`src/rtl/mult_share_arbiter_if.sv`:
```
// Bus bundle between the requester/multiplier side and the shared-multiplier
// round-robin arbiter. The arbiter connects through the slave modport and the
// surrounding logic (or a testbench) connects through the master modport.
interface mult_share_arbiter_if #(
    parameter int N_REQ = 4
);
    logic [N_REQ-1:0]   req_i;
    logic [4*N_REQ-1:0] a_i;
    logic [4*N_REQ-1:0] b_i;
    logic [N_REQ-1:0]   ack_o;
    logic [N_REQ-1:0]   rsp_valid_o;
    logic [7:0]         rsp_y_o;
    logic               rsp_err_o;
    logic               busy_o;
    logic               mul_ena_o;
    logic [3:0]         mul_a_o;
    logic [3:0]         mul_b_o;
    logic [7:0]         mul_y_i;
    logic               mul_done_i;
    logic [2:0]         state_o;

    modport slave (
        input  req_i, a_i, b_i, mul_y_i, mul_done_i,
        output ack_o, rsp_valid_o, rsp_y_o, rsp_err_o, busy_o,
               mul_ena_o, mul_a_o, mul_b_o, state_o
    );

    modport master (
        output req_i, a_i, b_i, mul_y_i, mul_done_i,
        input  ack_o, rsp_valid_o, rsp_y_o, rsp_err_o, busy_o,
               mul_ena_o, mul_a_o, mul_b_o, state_o
    );
endinterface

```
`src/rtl/mult_share_arbiter.sv`:
```
// Round-robin scheduler sharing one sequential 4x4 multiplier among N_REQ
// requesters. Captures the winner's operands, starts the multiplier, waits for
// done (or a timeout) and returns the product to the winner.
module mult_share_arbiter #(
    parameter int N_REQ   = 4,
    parameter int TIMEOUT = 15
) (
    input  logic                clk,
    input  logic                rst,
    mult_share_arbiter_if.slave bus
);
    localparam int               IDX_W   = (N_REQ > 1) ? $clog2(N_REQ) : 1;
    localparam logic [IDX_W-1:0] PTR_RST = IDX_W'(N_REQ - 1);
    localparam logic [7:0]       TO_CNT  = 8'(TIMEOUT);
    localparam logic [N_REQ-1:0] ONE     = N_REQ'(1);

    typedef enum logic [2:0] {
        S_IDLE  = 3'd0,
        S_GRANT = 3'd1,
        S_START = 3'd2,
        S_WAIT  = 3'd3,
        S_RESP  = 3'd4
    } state_t;

    state_t           state_q, state_d;
    logic [IDX_W-1:0] ptr_q, ptr_d;
    logic [IDX_W-1:0] win_q, win_d;
    logic [3:0]       mul_a_q, mul_a_d;
    logic [3:0]       mul_b_q, mul_b_d;
    logic [7:0]       y_q, y_d;
    logic             err_q, err_d;
    logic [7:0]       cnt_q, cnt_d;

    logic             found;
    logic [IDX_W-1:0] pick;
    logic [IDX_W-1:0] idx;
    logic [3:0]       sel_a;
    logic [3:0]       sel_b;
    logic [N_REQ-1:0] win_onehot;
    logic [N_REQ-1:0] ack;
    logic [N_REQ-1:0] rsp_valid;
    logic             mul_ena;
    logic             busy;

    // Round-robin search: first requester strictly after the last winner, wrapping
    always_comb begin
        found = 1'b0;
        pick  = ptr_q;
        idx   = ptr_q;
        for (int i = 1; i <= N_REQ; i++) begin
            idx = IDX_W'((int'(ptr_q) + i) % N_REQ);
            if (!found && bus.req_i[idx]) begin
                found = 1'b1;
                pick  = idx;
            end
        end
    end

    // Operand mux for the candidate winner
    always_comb begin
        sel_a = 4'd0;
        sel_b = 4'd0;
        for (int k = 0; k < N_REQ; k++) begin
            if (pick == IDX_W'(k)) begin
                sel_a = bus.a_i[4*k +: 4];
                sel_b = bus.b_i[4*k +: 4];
            end
        end
    end

    assign win_onehot = ONE << win_q;

    // Next-state and per-state pulse outputs
    always_comb begin
        state_d   = state_q;
        ptr_d     = ptr_q;
        win_d     = win_q;
        mul_a_d   = mul_a_q;
        mul_b_d   = mul_b_q;
        y_d       = y_q;
        err_d     = err_q;
        cnt_d     = cnt_q;
        ack       = '0;
        rsp_valid = '0;
        mul_ena   = 1'b0;
        busy      = 1'b1;
        case (state_q)
            S_IDLE: begin
                busy = 1'b0;
                if (found) begin
                    win_d   = pick;
                    ptr_d   = pick;
                    mul_a_d = sel_a;
                    mul_b_d = sel_b;
                    state_d = S_GRANT;
                end
            end
            S_GRANT: begin
                ack     = win_onehot;
                state_d = S_START;
            end
            S_START: begin
                mul_ena = 1'b1;
                cnt_d   = 8'd0;
                state_d = S_WAIT;
            end
            S_WAIT: begin
                cnt_d = cnt_q + 8'd1;
                // A done arriving on the timeout cycle still delivers the product
                if (bus.mul_done_i) begin
                    y_d     = bus.mul_y_i;
                    err_d   = 1'b0;
                    state_d = S_RESP;
                end else if (cnt_q + 8'd1 == TO_CNT) begin
                    y_d     = 8'd0;
                    err_d   = 1'b1;
                    state_d = S_RESP;
                end
            end
            S_RESP: begin
                rsp_valid = win_onehot;
                state_d   = S_IDLE;
            end
            default: begin
                state_d = S_IDLE;
            end
        endcase
    end

    // State and datapath registers
    always_ff @(posedge clk) begin
        if (rst) begin
            state_q <= S_IDLE;
            ptr_q   <= PTR_RST;
            win_q   <= '0;
            mul_a_q <= 4'd0;
            mul_b_q <= 4'd0;
            y_q     <= 8'd0;
            err_q   <= 1'b0;
            cnt_q   <= 8'd0;
        end else begin
            state_q <= state_d;
            ptr_q   <= ptr_d;
            win_q   <= win_d;
            mul_a_q <= mul_a_d;
            mul_b_q <= mul_b_d;
            y_q     <= y_d;
            err_q   <= err_d;
            cnt_q   <= cnt_d;
        end
    end

    assign bus.ack_o       = ack;
    assign bus.rsp_valid_o = rsp_valid;
    assign bus.rsp_y_o     = y_q;
    assign bus.rsp_err_o   = err_q;
    assign bus.busy_o      = busy;
    assign bus.mul_ena_o   = mul_ena;
    assign bus.mul_a_o     = mul_a_q;
    assign bus.mul_b_o     = mul_b_q;
    assign bus.state_o     = state_q;
endmodule

```
`src/flat_wrapper.sv`:
```
// flat-port wrapper written by rule: the top's interface ports become plain ports
module mult_share_arbiter_flat 
#(
    parameter int N_REQ   = 4,
    parameter int TIMEOUT = 15
)
  (clk, rst, bus_req_i, bus_a_i, bus_b_i, bus_mul_y_i, bus_mul_done_i, bus_ack_o, bus_rsp_valid_o, bus_rsp_y_o, bus_rsp_err_o, bus_busy_o, bus_mul_ena_o, bus_mul_a_o, bus_mul_b_o, bus_state_o);
  mult_share_arbiter_if #(.N_REQ(N_REQ)) bus_i ();
  input  logic clk;
  input  logic rst;
  input wire logic [$bits(bus_i.req_i)-1:0] bus_req_i;
  input wire logic [$bits(bus_i.a_i)-1:0] bus_a_i;
  input wire logic [$bits(bus_i.b_i)-1:0] bus_b_i;
  input wire logic [$bits(bus_i.mul_y_i)-1:0] bus_mul_y_i;
  input wire logic [$bits(bus_i.mul_done_i)-1:0] bus_mul_done_i;
  output wire logic [$bits(bus_i.ack_o)-1:0] bus_ack_o;
  output wire logic [$bits(bus_i.rsp_valid_o)-1:0] bus_rsp_valid_o;
  output wire logic [$bits(bus_i.rsp_y_o)-1:0] bus_rsp_y_o;
  output wire logic [$bits(bus_i.rsp_err_o)-1:0] bus_rsp_err_o;
  output wire logic [$bits(bus_i.busy_o)-1:0] bus_busy_o;
  output wire logic [$bits(bus_i.mul_ena_o)-1:0] bus_mul_ena_o;
  output wire logic [$bits(bus_i.mul_a_o)-1:0] bus_mul_a_o;
  output wire logic [$bits(bus_i.mul_b_o)-1:0] bus_mul_b_o;
  output wire logic [$bits(bus_i.state_o)-1:0] bus_state_o;
  assign bus_i.req_i = bus_req_i;
  assign bus_i.a_i = bus_a_i;
  assign bus_i.b_i = bus_b_i;
  assign bus_i.mul_y_i = bus_mul_y_i;
  assign bus_i.mul_done_i = bus_mul_done_i;
  assign bus_ack_o = bus_i.ack_o;
  assign bus_rsp_valid_o = bus_i.rsp_valid_o;
  assign bus_rsp_y_o = bus_i.rsp_y_o;
  assign bus_rsp_err_o = bus_i.rsp_err_o;
  assign bus_busy_o = bus_i.busy_o;
  assign bus_mul_ena_o = bus_i.mul_ena_o;
  assign bus_mul_a_o = bus_i.mul_a_o;
  assign bus_mul_b_o = bus_i.mul_b_o;
  assign bus_state_o = bus_i.state_o;
  mult_share_arbiter #(.N_REQ(N_REQ), .TIMEOUT(TIMEOUT)) u_core (.clk(clk), .rst(rst), .bus(bus_i));
endmodule
```
`config.mk`:
```
export PLATFORM = sky130hd
export DESIGN_NAME = mult_share_arbiter_flat
export DESIGN_NICKNAME = d
export VERILOG_FILES = /design/src/rtl/mult_share_arbiter_if.sv /design/src/rtl/mult_share_arbiter.sv /design/src/flat_wrapper.sv
export SDC_FILE = /design/constraint.sdc
export NUM_CORES = 1
export LEC_CHECK = 0
export CAP_MARGIN = 20
export CORE_MARGIN = 3
export CORE_UTILIZATION = 43
export CTS_CLUSTER_SIZE = 20
export DETAILED_ROUTE_END_ITERATION = 6
export GPL_TIMING_DRIVEN = 0
export PLACE_DENSITY = 0.84
export SKIP_LAST_GASP = 1
export SYNTH_ARGS = -nofsm -noshare
export SYNTH_HDL_FRONTEND = slang
export SYNTH_SLANG_ARGS = --single-unit
```
`constraint.sdc`:
```
create_clock -name clk -period 1.8 [get_ports clk]
set_input_delay 0.36 -clock clk [delete_from_list [all_inputs] [get_ports clk]]
set_output_delay 0.36 -clock clk [all_outputs]
set_load 0.1 [all_outputs]
```
Yosys cells after proc, flatten, opt, wreduce, memory -nomap -nowiden
Cells that the tools add are included.
Widths: inputs -> output; s select.
Word-level totals
  flip-flop bits (word level): 32
  logic and storage cells: 78
  bits of input ports: 47
  output and inout bits: 30
Operators by class
  multiplexer cells: 37
  reductions and logical operators: 13
  order comparisons: 4
  shift-type cells: 1
  $add $sub $neg: 5
  eq/ne operators: 10
Operators with widths (count)
  $mux 4: 10
  $mux 8: 2
  $pmux 8 s2: 1
  $lt 2x3->1 const B: 4
  $mux 1: 12
  $pmux 3 s4: 1
  $mux 3: 3
  $add 8x1->8 const B: 1
  $bmux 1 s2: 4
  $eq 8x4->1 const B: 1
  $mux 2: 4
  $eq 3x2->1 const B: 2
  $reduce_and 2->1: 3
  $add 2x1->2 const B: 2
  $add 2x2->2 const B: 2
  $eq 2x2->1 const B: 2
  $reduce_bool 2->1: 2
  $shl 1x2->4 const A: 1
  $eq 3x1->1 const B: 1
  $eq 3x3->1 const B: 1
  $logic_and 1x1->1: 3
  $logic_not 1->1: 3
  $logic_not 3->1: 1
  $ne 3x2->1 const B: 1
  3 further kinds: 3

Depth between registers and ports, before layout
  word-level depth: 18
  mapped depth: 7
  gate-level depth less buffers: 6

Worst setup path after synthesis
OpenSTA, ideal clock, no wires.
  kind: reg-to-output
  from: reg u_core.state_q[0] (netlist: u_core.bus.state_o[0])
  to: out bus_ack_o[0]
  stages on the path, launching flop included: 4
  buffers on the path: 0
  data arrival time: 3.523 ns
  required time: 1.440 ns
  slack: -2.083 ns
  path through: dfxtp_1 nand2b_1 or2_2 nor3_1
On the way
  cells in the longest elaborated chain, start to end: 2
RTL lines
  from (decl): line mult_share_arbiter.sv:25  | state_t state_q, state_d;
  from (signal assigned): line mult_share_arbiter.sv:142  | state_q <= state_d;
  $eq 3x1->1: line mult_share_arbiter.sv:87  | case (state_q)
  $mux 4: line mult_share_arbiter.sv:87
  to (decl): line flat_wrapper.sv:16  | output wire logic [$bits(bus_i.ack_o)-1:0] bus_ack_o;
No other way between the ends.

Worst setup path after layout
  from: reg u_core.state_q[1] (netlist: u_core.bus.state_o[1])
  to: out bus_ack_o[0]
The elaborated chain is that of the path after synthesis.

==> out/results.ini <==
[clock_network]
cts_tree=done
clk_latency_ps=290
ctsHtreeMaxLevel=2
clk_pin_slew_worst_paths_ps=70
holdBufCountCts=0
clk_path_buf_depth=2
clock-sinks=32
root_buffer=clkbuf_8
cts_buffers=5

[synth]
syn-cell-area_mm2=0.00186
syn_area_per_cell_um2=8.37
yosysUniqueCellTypes=47
synth-seq-cells=32
netlist_instances=222
synth_seq_area_share=0.345
synth-warning-count=0
synthesis.nets=271

[final_layout]
antenna_cells=0
stdcell_count=362
fillers=310
num-nets-final=360
final_cell_mix=41 x clkdlybuf4s50_1, 27 x dfxtp_1, 26 x a21oi_1, 20 x clkdlybuf4s15_2, 18 x nor2_1
drive_gt1_frac=0.266
final_util=0.743
design_area_mm2=0.00304
final_common_cell=clkdlybuf4s50_1
synthToLayoutAreaGrowth_pct=63.4

[placement]
dp_hpwl_mm=3.91
place_ws_ps=-710
gp_congestion=0.786
dp_cells=347
placed_area_mm2=0.00279
port_buffers=75

[routing]
vias=1985
dr.pass1.iters=4
avgViaCountPerCell=5.48
post_drt_wl_per_cell_um=14.9
dr.first_iter.drc_count=113
drc=0
antenna_left=0
wl_mm=5.41

[status]
status=finished with violations
violations=setup timing

[sta]
clock.fmax_mhz=550
fin_setup_tns_ps=-19.6
skew_ps=5.37
whs_ps=472
setup_viol=2
slew_headroom=0.623
min_period_over_period=1.01
hold_viol=0
worstMarginPinSlew_ps=568
worst_slack_ps=-17.8
min_period_ps=1820
final_max_slew_viol_count=0
rsz0062_at_grt=yes

[setup_path]
cp_slowest_stage_delay_ps=360
r2r_setup_slack_ps=130
path_max_fanout=6
cp-end-kind=output pin
crit_type=flip-flop to output pin
path_cells=nand2b_4 -> or2_4 -> nor3_4 -> buf_12
cp.required_ps=1440
cp_slowest_cell=dfxtp_4
start_kind=flip-flop
critPathArrivalTime_ps=1460

[hold_path]
hp-class=flip-flop to flip-flop

[pwr]
ir_worst_vdd_v=0.000865
powerDensity_mw_per_mm2=851
fin_total_pwr_mw=2.58
p_leak_nw=1.14

[floorplan]
core_area_mm2=0.00409
io_pins=77
start_util=0.455
die-area_mm2=0.00515
die_w_um=71.7
die_height_um=71.7
rows=23

[global_routing]
grt_use_total=0.210
grt_pass1_vias=1845
grt_max_degree=12
grt_pass1_wl_mm=8.60
grt.overflow.total=0
antenna_found_initial=0

[run]
cap_violations=0

==> Yosys cell counts, drive strengths merged <==
| master | number | share of area |
|---|---|---|
| a221oi | 1 | 0.0081 |
| o21a | 1 | 0.0040 |
| nand3b | 8 | 0.032 |
| nand2b | 6 | 0.020 |
| dfxtp | 32 | 0.34 |
| a211oi | 2 | 0.0081 |
| and2 | 1 | 0.0047 |
| buf | 10 | 0.044 |
| or4 | 1 | 0.0061 |
| or2 | 2 | 0.0067 |
| a311oi | 9 | 0.046 |
| nor3b | 3 | 0.012 |
| o21ai | 11 | 0.030 |
| o211ai | 1 | 0.0040 |
| clkbuf | 4 | 0.0081 |
| nor3 | 6 | 0.016 |
| a311o | 1 | 0.0061 |
| xnor2 | 1 | 0.0047 |
| a21oi | 26 | 0.070 |
| a2111oi | 1 | 0.0054 |
| ha | 2 | 0.013 |
| nor4b | 1 | 0.0081 |
| nand4 | 2 | 0.0067 |
| a31oi | 3 | 0.010 |
| a41oi | 1 | 0.0047 |
| nand3 | 3 | 0.015 |
| o21ba | 1 | 0.0054 |
| o31a | 1 | 0.0047 |
| o221ai | 8 | 0.038 |
| a21boi | 1 | 0.0040 |
| inv | 10 | 0.020 |
| nor2b | 1 | 0.0034 |
| nor2 | 28 | 0.059 |
| mux2i | 16 | 0.086 |
| and2b | 1 | 0.0040 |
| nor4 | 1 | 0.0034 |
| nand2 | 14 | 0.030 |
| and3 | 1 | 0.0034 |
==> metal layers <==
| metal | part of all wire | up-vias | GRT usage |
|---|---|---|---|
| met5 | 0 | - | 0 |
| met4 | 0.011 | 0 | 0.0564 |
| met3 | 0.038 | 6 | 0.0477 |
| met2 | 0.51 | 40 | 0.359 |
| met1 | 0.44 | 943 | 0.266 |
| li1 | - | 996 | - |
==> cells by family (layout without fill, tap and decap cells) <==
kind of cell | Yosys count | after routing | synth area share
AO/OA/AOI/OAI | 68 | 68 | 0.248
XOR/XNOR | 1 | 1 | 0.00471
adder cells (fa/ha/maj) | 2 | 2 | 0.0135
buffers and inverters | 24 | 114 | 0.0721
flip-flops | 32 | 32 | 0.345
multiplexers | 16 | 16 | 0.0862
AND/OR/NAND/NOR | 79 | 79 | 0.231
==> power breakdown <==
group	leakage, nW	internal, mW	total (mW)	switching [mW]
logic	0.843	0.421	1.19	0.774
registers	0.264	0.775	0.839	0.0637
clock network	0.0378	0.267	0.551	0.284
==> area by class of cell <==
cell class / instances / area, um^2 / share of cell area
Timing Repair Buffer: 82 / 878 / 0.289
Clock buffer: 5 / 68.8 / 0.0227
Multi-Input combinational cell: 166 / 1200 / 0.396
Tap cell: 50 / 62.6 / 0.0206
Inverter: 10 / 37.5 / 0.0124
Clock inverter: 3 / 18.8 / 0.00618
Buffer: 14 / 113 / 0.0371
Sequential cell: 32 / 654 / 0.216
==> what timing repair did <==
| item | 4_1_cts | 5_1_grt |
|---|---|---|
| gates cloned | 0 | 0 |
| resized for setup | 139 | 12 |
| pin swaps | 1 | 5 |
| buffers inserted | 3 | 4 |
| setup endpoints to repair | 39 | 21 |
==> critical path: cells and delay by family, from the launching register on <==
| kind | cells | cell delay (ps) |
|---|---|---|
| flops | 1 | 360 |
| simple gates | 3 | 600 |
| buf+inv | 1 | 200 |
==> final timing paths <==
path / cells after the start / from / end
setup / recovery: 4 / u_core.bus.state_o[1] / bus_ack_o[0]
hold / removal: 1 / u_core.bus.rsp_err_o / u_core.bus.rsp_err_o
setup reg to reg: 6 / u_core.ptr_q[1] / u_core.bus.mul_a_o[3]
hold reg to reg: 1 / u_core.bus.rsp_err_o / u_core.bus.rsp_err_o
==> state kept, by name (all words and copies together), names as in the netlist <==
register and flops:
u_core.win_q 2, u_core.bus.mul_b_o 4, u_core.ptr_q 2, u_core.bus.rsp_err_o 1
u_core.bus.state_o 3, u_core.cnt_q 8, u_core.bus.mul_a_o 4, u_core.bus.rsp_y_o 8
Power figures use the tool's default switching activity.
